==> config.mk <==
export PLATFORM = sky130hd
export DESIGN_NAME = ser_bin2bcd
export DESIGN_NICKNAME = d
export VERILOG_FILES = /design/src/rtl/ser_bin2bcd.sv
export SDC_FILE = /design/constraint.sdc
export NUM_CORES = 1
export LEC_CHECK = 0
export CORE_MARGIN = 2
export CORE_UTILIZATION = 59
export CTS_CLUSTER_SIZE = 20
export DETAILED_ROUTE_END_ITERATION = 12
export PLACE_DENSITY = 0.8
export SLEW_MARGIN = 20
export SYNTH_ARGS = -nofsm -noshare
export SYNTH_HDL_FRONTEND = slang
export SYNTH_SLANG_ARGS = --single-unit
==> constraint.sdc <==
create_clock -name clk -period 3.92 [get_ports clk]
set_input_delay 0.588 -clock clk [delete_from_list [all_inputs] [get_ports clk]]
set_output_delay 0.588 -clock clk [all_outputs]
set_load 0.01 [all_outputs]
==> src/rtl/ser_bin2bcd.sv <==
// Serial double-dabble binary-to-BCD converter fed MSB-first, one bit per clock.
// Define SER_BIN2BCD_OVF_EN to add a sticky ovf output for truncated results.
module ser_bin2bcd #(
  parameter int WORD_LENGTH = 8,
  parameter int BCD_DIGITS  = 3
) (
  input  logic                    clk,
  input  logic                    reset,
  input  logic                    start,
  input  logic                    ser_in,
  output logic [4*BCD_DIGITS-1:0] bcd,
  output logic                    valid,
  output logic                    busy
`ifdef SER_BIN2BCD_OVF_EN
  ,
  output logic                    ovf
`endif
);

  localparam int BW = 4 * BCD_DIGITS;
  localparam int CW = $clog2(WORD_LENGTH + 1);

  typedef enum logic [1:0] {IDLE, SHIFT, DONE} state_t;

  state_t          state_q, state_d;
  logic [CW-1:0]   cnt_q, cnt_d;
  logic [BW-1:0]   work_q, work_d;
  logic [BW-1:0]   bcd_q, bcd_d;
  logic            valid_q, valid_d;
  logic            busy_q, busy_d;

  logic [BW-1:0]   step_src;
  logic [BW-1:0]   adj;
  logic [BW-1:0]   step;

`ifdef SER_BIN2BCD_OVF_EN
  logic            flag_q, flag_d;
  logic            ovf_q, ovf_d;
`else
  logic            unused_top;
  assign unused_top = adj[BW-1];
`endif

  // The register starts empty on an accepted start, so the first bit dabbles against zero.
  always_comb begin
    step_src = (state_q == IDLE) ? '0 : work_q;
    adj      = step_src;
    for (int i = 0; i < BCD_DIGITS; i++) begin
      if (step_src[4*i +: 4] >= 4'd5) adj[4*i +: 4] = step_src[4*i +: 4] + 4'd3;
    end
    step = {adj[BW-2:0], ser_in};
  end

  always_comb begin
    state_d = state_q;
    cnt_d   = cnt_q;
    work_d  = work_q;
    bcd_d   = bcd_q;
    valid_d = 1'b0;
    busy_d  = busy_q;
`ifdef SER_BIN2BCD_OVF_EN
    flag_d  = flag_q;
    ovf_d   = ovf_q;
`endif
    case (state_q)
      IDLE: begin
        if (start) begin
          work_d  = step;
          cnt_d   = CW'(1);
          busy_d  = 1'b1;
          state_d = SHIFT;
`ifdef SER_BIN2BCD_OVF_EN
          flag_d  = 1'b0;
`endif
        end
      end
      SHIFT: begin
        work_d = step;
        cnt_d  = cnt_q + 1'b1;
`ifdef SER_BIN2BCD_OVF_EN
        flag_d = flag_q | adj[BW-1];
`endif
        if (cnt_q == CW'(WORD_LENGTH - 1)) begin
          state_d = DONE;
          busy_d  = 1'b0;
          valid_d = 1'b1;
          bcd_d   = step;
`ifdef SER_BIN2BCD_OVF_EN
          ovf_d   = flag_q | adj[BW-1];
`endif
        end
      end
      DONE:    state_d = IDLE;
      default: state_d = IDLE;
    endcase
  end

  always_ff @(posedge clk) begin
    if (reset) begin
      state_q <= IDLE;
      cnt_q   <= '0;
      work_q  <= '0;
      bcd_q   <= '0;
      valid_q <= 1'b0;
      busy_q  <= 1'b0;
`ifdef SER_BIN2BCD_OVF_EN
      flag_q  <= 1'b0;
      ovf_q   <= 1'b0;
`endif
    end else begin
      state_q <= state_d;
      cnt_q   <= cnt_d;
      work_q  <= work_d;
      bcd_q   <= bcd_d;
      valid_q <= valid_d;
      busy_q  <= busy_d;
`ifdef SER_BIN2BCD_OVF_EN
      flag_q  <= flag_d;
      ovf_q   <= ovf_d;
`endif
    end
  end

  assign bcd   = bcd_q;
  assign valid = valid_q;
  assign busy  = busy_q;
`ifdef SER_BIN2BCD_OVF_EN
  assign ovf   = ovf_q;
`endif

endmodule
Yosys cells after proc, flatten, opt, wreduce, memory -nomap -nowiden

Cells that the tools add are included.

Magnitude comparators: 3
Eq/ne operators: 4
Bitwise operators: 1
Reduce and logical (&&, ||, !) cells: 7
Mux-type cells: 15
$add $sub $neg: 4

Operators by type and width:

| operator              | number |
|---|---|
| $mux W12              | 2 |
| $pmux W12 S2          | 1 |
| $ge A4 B3 Y1 const B  | 3 |
| $mux W4               | 3 |
| $add A4 B2 Y4 const B | 2 |
| $pmux W4 S2           | 1 |
| $reduce_and A2 Y1     | 3 |
| $add A4 B1 Y4 const B | 1 |
| $eq A4 B3 Y1 const B  | 1 |
| $mux W2               | 2 |
| $ne A2 B2 Y1 const B  | 2 |
| $pmux W2 S2           | 1 |
| $add A3 B2 Y3 const B | 1 |
| $mux W1               | 3 |
| $mux W3               | 1 |
| $reduce_and A3 Y1     | 1 |
| $eq A2 B1 Y1 const B  | 1 |
| $logic_not A2 Y1      | 1 |
| $pmux W1 S2           | 1 |
| $reduce_bool A2 Y1    | 1 |
| $reduce_or A2 Y1      | 1 |
| $not A1 Y1            | 1 |

Bits of input ports: 4
Output and inout bits: 14
Word-level logic and storage cells: 40
Register bits: 32

Logic depth before layout (Yosys ltp)

Gate-level depths: netlist of the first run.

Word-level depth: 6
Gate-level depth with buffers: 9
Mapped depth without buffers: 8

Worst setup path after synthesis of the first run

No wires, ideal clock.

Kind: reg-to-reg
From: reg state_q[1]
To: reg work_q[11]
Data arrival time: 1881 ps
Slack: 1968 ps
Buffers on the path: 1
Library setup time: 71 ps
Required time: 3849 ps
Stages on the path, launching flop included: 10
Period minus slack after synthesis: 1952 ps
Cells stage by stage: dfxtp_1 or2_1 buf_6 and2_1 inv_1 ha_1 or3b_2 a21oi_1 nand2_1 a21oi_1

Cells in the longest elaborated chain, start to end: 6
Elaborated cells between the ends (all ways): 11
Classes of those cells: 1 x add/sub; 1 x order compare; 2 x eq/ne; 4 x mux; 3 x reduce/logical

Ends and longest elaborated chain:

| what                                                 | RTL line | source |
|---|---|---|
| start, declared                                      | 25       | `state_t state_q, state_d;` |
| start signal, assigned                               | 111      | `state_q <= state_d;` |
| $logic_not A2 Y1                                     | 46, 65   |  |
| $mux W12                                             | 46       | `step_src = (state_q == IDLE) ? '0 : work_q;` |
| $ge A4 B3 Y1 / $add A3 B2 Y3 (equally long branches) | 49       | `if (step_src[4*i +: 4] >= 4'd5) adj[4*i +: 4] = step_src[4*i +: 4] + 4'd3;` |
| $mux W3                                              | 49       |  |
| $mux W12                                             | 67       | `if (start) begin` |
| $pmux W12 S2                                         | 65       | `case (state_q)` |
| end signal, assigned                                 | 113      | `work_q <= work_d;` |
| end, declared                                        | 27       | `logic [BW-1:0] work_q, work_d;` |

Parallel ways exist; a longest one is shown, timed or not. The select of a mux whose other input is x is not followed.
A chain may end at the register's enable or synchronous reset.

Worst setup path after layout of the first run

Same ends and word-level chain as after synthesis.

==> results of run 1 <==
## through the flow
stage | util (%) | instances
floorplan | - | 179
global placement | 65.9 | 220
detailed placement | 65.9 | 220
CTS | 68.0 | 228
global route | 68.0 | 228
finish | 68.0 | 228
## cells in the mapped netlist, types with 3 or more instances
cell	count
a21oi_1	11
o21ai_0	4
inv_1	7
or3b_2	3
o22ai_1	3
nand2b_1	7
a211oi_1	4
clkbuf_1	3
ha_1	5
nor2_2	3
a22oi_1	4
a211oi_2	6
mux2i_1	5
nand3_1	3
nand2_1	17
dfxtp_1	32
nand3b_1	5
nor2_1	20
## critical path, delay by kind of cell (launching register included)
| kind | cells | cell delay [ps] |
|---|---|---|
| fa+ha+maj | 1 | 220 |
| flops | 1 | 530 |
| simple gates | 4 | 1120 |
| compound gates | 2 | 420 |
| buf+inv | 1 | 50 |
## metal layers
layer  up-vias  global-route usage, %
li1        670                      -
met1       660                   27.8
met2        25                   38.8
met3         7                   5.76
met4         0                   10.9
met5         -                      0
## worst paths after layout
| kind | from | to | slack, ps | cells past startpoint |
|---|---|---|---|---|
| worst min-delay path | bcd[9] | bcd[9] | 500 | 2 |
| worst max-delay path | state_q[1] | work_q[11] | 1510 | 8 |
| worst max register to register | state_q[1] | work_q[11] | 1510 | 8 |
| worst min register to register | bcd[9] | bcd[9] | 500 | 2 |
## power by group
group          switching (W)  internal, W  leakage [nW]
registers         0.00000828     0.000331         0.259
clock network       0.000107    0.0000885        0.0326
logic              0.0000286    0.0000206         0.360
total               0.000144     0.000440         0.652
## logic make-up after synthesis
| logic type | after synthesis | synth area share, % |
|---|---|---|
| buffers and inverters | 15 | 5.79 |
| flip-flops | 32 | 39.5 |
| multiplexers | 7 | 4.48 |
| AO/OA/AOI/OAI | 45 | 21.1 |
| adder cells (fa/ha/maj) | 5 | 3.86 |
| AND/OR/NAND/NOR | 75 | 25.3 |
## area by class of cell
cell class	count	area, um^2	area share [%]
Clock buffer	8	58.8	3.22
Inverter	7	26.3	1.44
Multi-Input combinational cell	132	886	48.5
Sequential cell	32	641	35.0
Tap cell	31	38.8	2.12
Timing Repair Buffer	18	178	9.72
## flip-flops by register name (all words and copies together), names as in the netlist
signal,count
bcd,12
busy,1
cnt_q,4
state_q,2
valid,1
work_q,12
==> summary.txt, run 1 <==
met2 wire length -> 1.66 mm
final slew viol count -> 0
most frequent cell on the critical path -> a21oi_1
cts hold-fix bufs -> 0
EDFF count, synth -> 0
worst path cell trace -> or2_1 -> and2_1 -> inv_1 -> ha_1 -> or3b_2 -> a21oi_1 -> nand2_1 -> a21oi_1
DRC -> 0
DP HPWL -> 2.35 mm
slew margin rel. -> 41.8%
Synth Flop Type -> dfxtp_1
CP peak stage delay -> 530 ps
vias -> 1362
vias in the first global route -> 1282
routed wl met3 -> 113 um
CTS Buffer Depth -> 2
Peak Freq -> 414 MHz
post-route ant nets -> 0
VDD IR max -> 0.000270 V
largest fanout on the critical path -> 11
cts bufs inserted -> 5
final worst slack -> 1510 ps
max_cap viols -> 0
commonest non-fill, non-tap cell in the layout -> dfxtp_1
Congestion Overflow GR -> 0
First DRT Iteration DRCs -> 69
Static Leak -> 0.652 nW
post-synth top area share -> 39.5%
post-synthesis sequential area ratio -> 39.5%
Tot Pwr -> 0.000584 W
status -> finished, final reports clean
Core ar. -> 2690 um^2
Net Count, Synth -> 188
first-pass GRT wire length -> 5.66 mm
io pins -> 18
CTS tree -> yes
initial core utilization -> 60.3%
drt wl/cell -> 14.3 um
Yosys cell types -> 44
Avg Cell Area, Syn -> 9.05 um^2
area leader, netlist -> dfxtp_1
FILL cells -> 222
hold crit path type -> register to register
fin crit share -> 61.5%
Pwr Density -> 319 nW/um^2
post-CTS setup buffers -> 0
CP endpoint kind -> register
Yosys Warn Count -> 0
Mapped Cells -> 179
initial antenna violation count -> 0
largest net degree at the start of global routing -> 19
DRT Pass-1 Iters -> 5
cts repair resizes -> 0
Worst Path Required -> 4180 ps
Vert. Die Dim -> 56.4 um
Post-DP Area -> 1770 um^2
routability-driven placement congestion ratio -> 0.793
Std-Cell Rows -> 19
RSZ-0062 raised after global routing -> no
nets -> 205
number of port buffers -> 17
Synth area leaders -> dfxtp_1, a211oi_2, nor2_1, nand2_1, ha_1
WP data arrival -> 2670 ps
fraction of layout cells with a size suffix above 1 -> 13.7%
post-route cell area -> 1830 um^2
pre-CTS setup slack -> 1530 ps
die width -> 56.4 um
clock sink count -> 32
Yosys reg bits -> 32
worst skew pair latency -> 330 ps
Total GRT Usage -> 23.2%
DR vias/cell -> 5.97
WHS -> 505 ps
met1 wire length -> 1.43 mm
Final Hold Fails -> 0
Least-Margin Pin Slew -> 870 ps
area grow syn2layout -> 12.8%
min Tclk post-route -> 2410 ps
CTS H-tree depth -> 2
die area -> 3180 um^2
Async S/R FF share, synth -> 0%
uppermost layer routed -> met4
Crit Path Class -> register to register
setup tns final -> 0 ps
startpoint types -> register
setup violators final -> 0
clk slew on worst S/H paths -> 100 ps
Clock Skews -> 10.8 ps
most frequent cells in the layout -> dfxtp_1, nor2_1, nand2_1, clkdlybuf4s50_1, a21oi_1
Mapped Area -> 1620 um^2
CP max-delay cell -> dfxtp_1
root buffer cell -> clkbuf_4
ant diodes -> 0
routed wire length -> 3.26 mm
(Power assumes the default switching activity.)
==> run 2: changes to the inputs <==
CORE_UTILIZATION = 50   (was 59)
PLACE_DENSITY = 0.72   (was 0.8)
clock period = 2.1 ns   (was 3.92 ns; I/O delays follow)
==> run 2 against run 1 <==
Non-clock buffer count up 4. Largest cell class unchanged. Largest power group unchanged. Cell count increased by 7.0%. Clock power rose by 68%. Via count rose by 0.37%. Die area up 17%. Global-route usage decreased by 2.8 points. Critical path depth down 2.
==> summary.txt, run 2 (synthesis gave the netlist of run 1 again) <==
Std-Cell Rows -> 20 (was 19)
First DRT Iteration DRCs -> 54 (was 69)
status -> finished, final reports clean (unchanged)
final slew viol count -> 0 (unchanged)
Clock Skews -> 10.3 ps (was 10.8 ps)
largest fanout on the critical path -> 11 (unchanged)
Vert. Die Dim -> 60.9 um (was 56.4 um)
Switching Share -> 26.0% (was 24.6%)
post-route ant nets -> 0 (unchanged)
Least-Margin Pin Slew -> 523 ps (was 870 ps)
max_cap viols -> 0 (unchanged)
Core ar. -> 3080 um^2 (was 2690 um^2)
vias in the first global route -> 1253 (was 1282)
CTS tree -> yes (unchanged)
DRC -> 0 (unchanged)
post-CTS setup buffers -> 0 (unchanged)
Worst Path Required -> 2310 ps (was 4180 ps)
area grow syn2layout -> 15.1% (was 12.8%)
Finished Layout Cells -> 244 (was 228)
Final Hold Fails -> 0 (unchanged)
routed wire length -> 3.35 mm (was 3.26 mm)
Peak Freq -> 530 MHz (was 414 MHz)
RSZ-0062 raised after global routing -> no (unchanged)
Total GRT Usage -> 20.4% (was 23.2%)
pre-CTS setup slack -> 115 ps (was 1530 ps)
routability-driven placement congestion ratio -> 0.802 (was 0.793)
min Tclk post-route -> 1890 ps (was 2410 ps)
placed cell count -> 237 (was 220)
Static Leak -> 0.668 nW (was 0.652 nW)
Flop pwr share -> 59.5% (was 58.1%)
cts repair resizes -> 0 (unchanged)
die area -> 3710 um^2 (was 3180 um^2)
net load switching power -> 0.000276 W (was 0.000144 W)
DRT Pass-1 Iters -> 4 (was 5)
clock sink count -> 32 (unchanged)
setup violators final -> 0 (unchanged)
DP HPWL -> 2.37 mm (was 2.35 mm)
first-pass GRT wire length -> 5.56 mm (was 5.66 mm)
nets -> 209 (was 205)
Pwr Density -> 569 nW/um^2 (was 319 nW/um^2)
CTS Buffer Depth -> 2 (unchanged)
io pins -> 18 (unchanged)
commonest non-fill, non-tap cell in the layout -> dfxtp_1 (unchanged)
Logic pwr share -> 9.6% (was 8.4%)
Clk pwr share -> 30.9% (was 33.5%)
setup tns final -> 0 ps (unchanged)
Crit Path Class -> register to register (unchanged)
cts hold-fix bufs -> 0 (unchanged)
internal power -> 0.000785 W (was 0.000440 W)
die width -> 60.9 um (was 56.4 um)
hold crit path type -> register to register (unchanged)
CTS H-tree depth -> 2 (unchanged)
initial core utilization -> 52.6% (was 60.3%)
ant diodes -> 0 (unchanged)
fraction of layout cells with a size suffix above 1 -> 16.0% (was 13.7%)
worst skew pair latency -> 340 ps (was 330 ps)
slew margin rel. -> 64.7% (was 41.8%)
Congestion Overflow GR -> 0 (unchanged)
largest net degree at the start of global routing -> 19 (unchanged)
VDD IR max -> 0.000307 V (was 0.000270 V)
drt wl/cell -> 13.7 um (was 14.3 um)
clk slew on worst S/H paths -> 100 ps (about the same)
most frequent cells in the layout -> dfxtp_1, nor2_1, nand2_1, clkdlybuf4s50_1, a21oi_1 (unchanged)
DR vias/cell -> 5.60 (was 5.97)
final worst slack -> 215 ps (was 1510 ps)
startpoint types -> register (unchanged)
CP endpoint kind -> register (unchanged)
cts bufs inserted -> 5 (unchanged)
root buffer cell -> clkbuf_4 (unchanged)
fin crit share -> 89.8% (was 61.5%)
number of port buffers -> 17 (unchanged)
vias -> 1367 (was 1362)
WP data arrival -> 2100 ps (was 2670 ps)
initial antenna violation count -> 0 (unchanged)
-- run 2: changes by cell type in the layout (fill, tap and decap cells not counted), sizes merged --
cell / previous run / this run
buf: 1 / 5
clkbuf: 8 / 6
clkinv: 0 / 1
-- run 2: worst paths after layout --
path	startpoint	to	slack, ps	depth (start not counted)
worst min register to register	bcd[2]	bcd[2]	490	2
worst max register to register	state_q[0]	work_q[9]	210	6
worst min-delay path	bcd[2]	bcd[2]	490	2
worst max-delay path	state_q[0]	work_q[9]	210	6
-- run 2: power by group through the flow --
stage | sequential, W | combinational, W | clock (W)
after floorplan | 0.000644 | 0.0000697 | 0
after global placement | 0.000644 | 0.0000960 | 0
after detailed placement | 0.000645 | 0.000101 | 0
after CTS | 0.000631 | 0.000101 | 0.000338
after global routing | 0.000634 | 0.000112 | 0.000358
final | 0.000632 | 0.000101 | 0.000328
-- run 2: cell type report --
type / count / area [um^2]
clock buffers: 6 / 41.3
well taps: 44 / 55.1
flip-flops and latches: 32 / 641
inverters: 7 / 26.3
multi-input cells: 132 / 888
repair buffers: 22 / 208
fillers: 291 / 1210
clock inverters: 1 / 5.00
-- run 2: worst max-delay path: stages, from the launching register on --
cell and delay [ps]:
dfxtp_1 320, or2_4 300, and2_1 190, ha_1 190
nand2b_1 170, o311ai_0 460, o21ai_0 140
-- run 2: through the flow --
| step | instance area, um^2 | utilization [%] | total power [W] | hold slack (ps) |
|---|---|---|---|---|
| detailed placement | 1820 | 59.0 | 0.000746 | 476 |
| global placement | 1820 | 59.0 | 0.000740 | 477 |
| finish | 1860 | 60.6 | 0.00106 | 494 |
| global route | 1860 | 60.6 | 0.00110 | 519 |
| floorplan | 1620 | - | 0.000714 | 451 |
| CTS | 1860 | 60.5 | 0.00107 | 495 |
-- run 2: per-layer routing --
layer  vias up  part of all wire [%]  global-route usage [%]
li1        680                     -                       -
met5         -                     0                       0
met1       653                    46                    24.9
met4         0                   2.1                    9.63
met2        27                    48                    33.2
met3         7                   4.2                    5.76
